**config.mk**
```make
export PLATFORM = sky130hd
export DESIGN_NAME = counter_modn_updown
export DESIGN_NICKNAME = d
export VERILOG_FILES = /design/src/rtl/counter_modn_updown.sv
export SDC_FILE = /design/constraint.sdc
export NUM_CORES = 1
export LEC_CHECK = 0
export CELL_PAD_IN_SITES_DETAIL_PLACEMENT = 0
export CELL_PAD_IN_SITES_GLOBAL_PLACEMENT = 2
export CORE_ASPECT_RATIO = 0.9
export CORE_MARGIN = 2
export CORE_UTILIZATION = 26
export CTS_CLUSTER_SIZE = 30
export DETAILED_ROUTE_END_ITERATION = 7
export GPL_ROUTABILITY_DRIVEN = 0
export PLACE_DENSITY = 0.88
export SKIP_LAST_GASP = 1
export SLEW_MARGIN = 20
export SYNTH_ARGS = -nofsm -noshare
export SYNTH_HDL_FRONTEND = slang
export SYNTH_SLANG_ARGS = --single-unit
```
**constraint.sdc**
```tcl
create_clock -name clk -period 7.96 [get_ports clk]
set_clock_uncertainty 0.1 [all_clocks]
set_input_delay 2.388 -clock clk [delete_from_list [all_inputs] [get_ports clk]]
set_output_delay 2.388 -clock clk [all_outputs]
set_load 0.005 [all_outputs]
```
**src/rtl/counter_modn_updown.sv**
```systemverilog
// Modulo-N up/down counter with synchronous load/clear, optional saturation,
// a sticky overflow flag and a combinational cascade carry/borrow out.
module counter_modn_updown #(
  parameter int WIDTH    = 4,
  parameter int MODULO   = 16,
  parameter int SATURATE = 0
) (
  input  logic             clk,
  input  logic             reset,
  input  logic             cin,
  input  logic             up,
  input  logic             load,
  input  logic [WIDTH-1:0] d,
  input  logic             clr,
  output logic [WIDTH-1:0] q,
  output logic             cout,
  output logic             ovf
);

  if (MODULO < 2 || MODULO > (2 ** WIDTH)) begin : g_bad_modulo
    $error("counter_modn_updown: MODULO must lie in 2..2**WIDTH");
  end

  // Sized cast keeps MODULO = 2**WIDTH from truncating to zero.
  localparam logic [WIDTH-1:0] MAX_VAL = WIDTH'(MODULO - 1);

  logic [WIDTH-1:0] count_q, count_d;
  logic             ovf_q, ovf_d;
  logic [WIDTH-1:0] term_val;
  logic             at_term;

  assign term_val = up ? MAX_VAL : '0;
  assign at_term  = (count_q == term_val);

  always_comb begin
    count_d = count_q;
    ovf_d   = ovf_q;
    if (clr) begin
      count_d = '0;
      ovf_d   = 1'b0;
    end else if (load) begin
      count_d = (d > MAX_VAL) ? MAX_VAL : d;
    end else if (cin) begin
      if (at_term) begin
        ovf_d = 1'b1;
        if (SATURATE == 0) count_d = up ? '0 : MAX_VAL;
      end else begin
        count_d = up ? count_q + 1'b1 : count_q - 1'b1;
      end
    end
  end

  always_ff @(posedge clk or negedge reset) begin
    if (!reset) begin
      count_q <= '0;
      ovf_q   <= 1'b0;
    end else begin
      count_q <= count_d;
      ovf_q   <= ovf_d;
    end
  end

  // Carry fires in the cycle before the wrap edge so the next digit steps with it.
  assign cout = cin & ~clr & ~load & at_term;
  assign q    = count_q;
  assign ovf  = ovf_q;

endmodule

```
==> impl_metrics.tcl <==
set metrics [dict create \
    postCtsSetupRepairBufs 0 \
    hold_violations 0 \
    firstDrtPassIters 4 \
    wl_met1_um 595 \
    num_rows 14 \
    die_w_um 49.02 \
    track_usage_pct 12.69 \
    fmaxAchievable_mhz 140.3 \
    critPathRequiredTime_ns 5.47 \
    critPathMaxFanout 9 \
    yosysTopAreaCell "dfrtp_1" \
    drc_errors 0 \
    grt_antenna_before_repair 0 \
    pwr_density_cell_nw_per_um2 140.9 \
    synth_top_family_by_area "compound AO/OA/AOI/OAI gates" \
    wl_met3_um 46 \
    yosys.area_share.simple_pct 22.16 \
    drt-wirelength-per-cell_um 12.78 \
    netlist_area_um2 474.2 \
    drt_iter0_markers 10 \
    die_h_um 44.52 \
    finalSetupViolCount 0 \
    numCtsBuffers 3 \
    synth_top_area_share_pct 26.39 \
    routed-wl-met2_um 558 \
    fin_crit_ns 7.126 \
    cts_hold_buffers 0 \
    synth_fa_ha_area_share_pct 9.499 \
    critical_path_class "input pin to primary output" \
    synth_fp_nets 67 \
    synth_common_cells "a21oi_1 (6), nor2_1 (6), dfrtp_1 (5), inv_1 (5), a31oi_1 (3)" \
    grt_pass1_wl_mm 2.007 \
    endpoint_kind "primary output" \
    netlist_top_cells_area "dfrtp_1 (26%), a21oi_1 (6.3%), a2111oi_4 (5.8%)" \
    drv_cap 0 \
    antenna_cells 0 \
    tightestPinTransition_ns 0.4675 \
    ios 16 \
    synthMuxAreaShare_pct 0 \
    vias_per_cell 4.800 \
    postRouteAntennaNets 0 \
    htree_num_levels 1 \
    synth_xor_area_share_pct 3.694 \
    reg2reg_depth 5 \
    die_area_um2 2182 \
    worstSkewPairLatency_ns 0.24 \
    hold_path.class "flop to flop" \
    synth_seq_area_share_pct 26.39 \
    area_growth_pct 39.31 \
    hold_depth 1 \
    root_buffer "clkbuf_4" \
    totalWireLength_mm 1.214 \
    hpwl_um 911.3 \
    overflow 0 \
    clock-sinks 5 \
    drive_gt1_share_pct 9.859 \
    core_um2 1699 \
    leakage_nw 0.2643 \
    top_layer "met4" \
    yosys_register_bits 5 \
    yosysUniqueCellTypes 28 \
    synth_ff_type "dfrtp_1" \
    ys_async_sr_fraction_pct 100.0 \
    vias 456 \
    crit_arrival_ns 4.64 \
    cts_tree "built" \
    fin_crit_sh_pct 89.53 \
    rsz0062_at_grt "false" \
    cts_resized 0 \
    synth_edf_count 0 \
    clk_pin_slew_ns 0.05 \
    slew_headroom_pct 68.83 \
    synth_warnings 0 \
    start_kind "input pin" \
    synth_compound_area_share_pct 28.50 \
    clockBufferDepth 2 \
    io_buffers 15 \
    setup_tns_ns 0 \
    start_util_pct 27.91 \
    syn_inst 54 \
    vdd_drop_max_v 0.00007390 \
    status "complete, no violations" \
    grt_pass1_vias 438 \
    syn_area_per_cell_um2 8.782 \
    nNetsFinal 85 \
    fillerInstances 183 \
    maxSlewViolCount 0 \
    grt_max_degree 11 \
    holdWs_ns 0.3751 \
]
routing by layer:
layer  up-vias  track usage, %
li1        230               -
met1       210           16.49
met2        14           17.81
met3         2           2.365
met4         0           12.00
met5         -               0
power by group:
part           internal (mW)  switching, mW
Clock                 0.0190         0.0117
Combinational         0.0161         0.0152
Sequential            0.0272        0.00391
state kept, by name, indices dropped and copies added, names as in the netlist:
register  count
ovf           1
q             4
cells by family (layout without fill, tap and decap cells):
kind of cell | count (synthesis) | after routing
buffers and inverters | 8 | 25
AOI/OAI and AO/OA | 18 | 18
and+or+nand+nor | 18 | 18
DFF | 5 | 5
xor gates and xnor gates | 2 | 2
adders and majority gates | 3 | 3
critical path: stages:
cell and delay [ns]:
clkdlybuf4s50_1 0.46, buf_4 0.18, inv_1 0.11, ha_1 0.40, nand2_1 0.15, a2111oi_4 0.38, clkdlybuf4s50_1 0.57
cell usage in the layout (no fill, tap or decap), types with 2 or more instances in the layout:
cell	Yosys	final
a21oi_1	6	6
a31oi_1	3	3
clkbuf_4	0	3
clkdlybuf4s50_1	0	15
nand2_1	2	2
xnor2_1	2	2
nor2_1	6	6
inv_1	5	5
nand3_1	2	2
dfrtp_1	5	5
ha_1	2	2
nand2b_1	2	2
per-stage QoR:
| stage | cell area, um^2 | utilization [%] | power, mW | worst slack, ns | cells |
|---|---|---|---|---|---|
| global placement | 634.4 | 37.33 | 0.06226 | 0.8667 | 91 |
| detailed placement | 634.4 | 37.33 | 0.06233 | 0.8414 | 91 |
| global route | 660.6 | 38.88 | 0.09955 | 0.6948 | 95 |
| CTS | 660.6 | 38.88 | 0.09467 | 0.8291 | 95 |
| floorplan | 474.2 | - | 0.05022 | 2.033 | 54 |
| finish | 660.6 | 38.88 | 0.09311 | 0.8338 | 95 |
layout make-up:
class | instances | area, um^2 | area share, %
repair buffers | 16 | 157.7 | 23.86
flip-flops and latches | 5 | 125.1 | 18.94
clock buffers | 4 | 26.28 | 3.977
inverters | 5 | 18.77 | 2.841
multi-input cells | 41 | 302.8 | 45.83
well taps | 24 | 30.03 | 4.545
path summary, 6_finish.rpt:
check                                  from          endpoint  slack, ns
min in group asynchronous             reset  q[3]$_DFFE_PN0P_       2.29
max reg2reg                q[0]$_DFFE_PN0P_  q[2]$_DFFE_PN0P_       6.16
min                         ovf$_DFFE_PN0P_   ovf$_DFFE_PN0P_       0.38
max                                      up              cout       0.83
min reg2reg                 ovf$_DFFE_PN0P_   ovf$_DFFE_PN0P_       0.38
max in group asynchronous             reset  q[2]$_DFFE_PN0P_       5.25
Note: power is estimated with default switching activity, not from simulation.
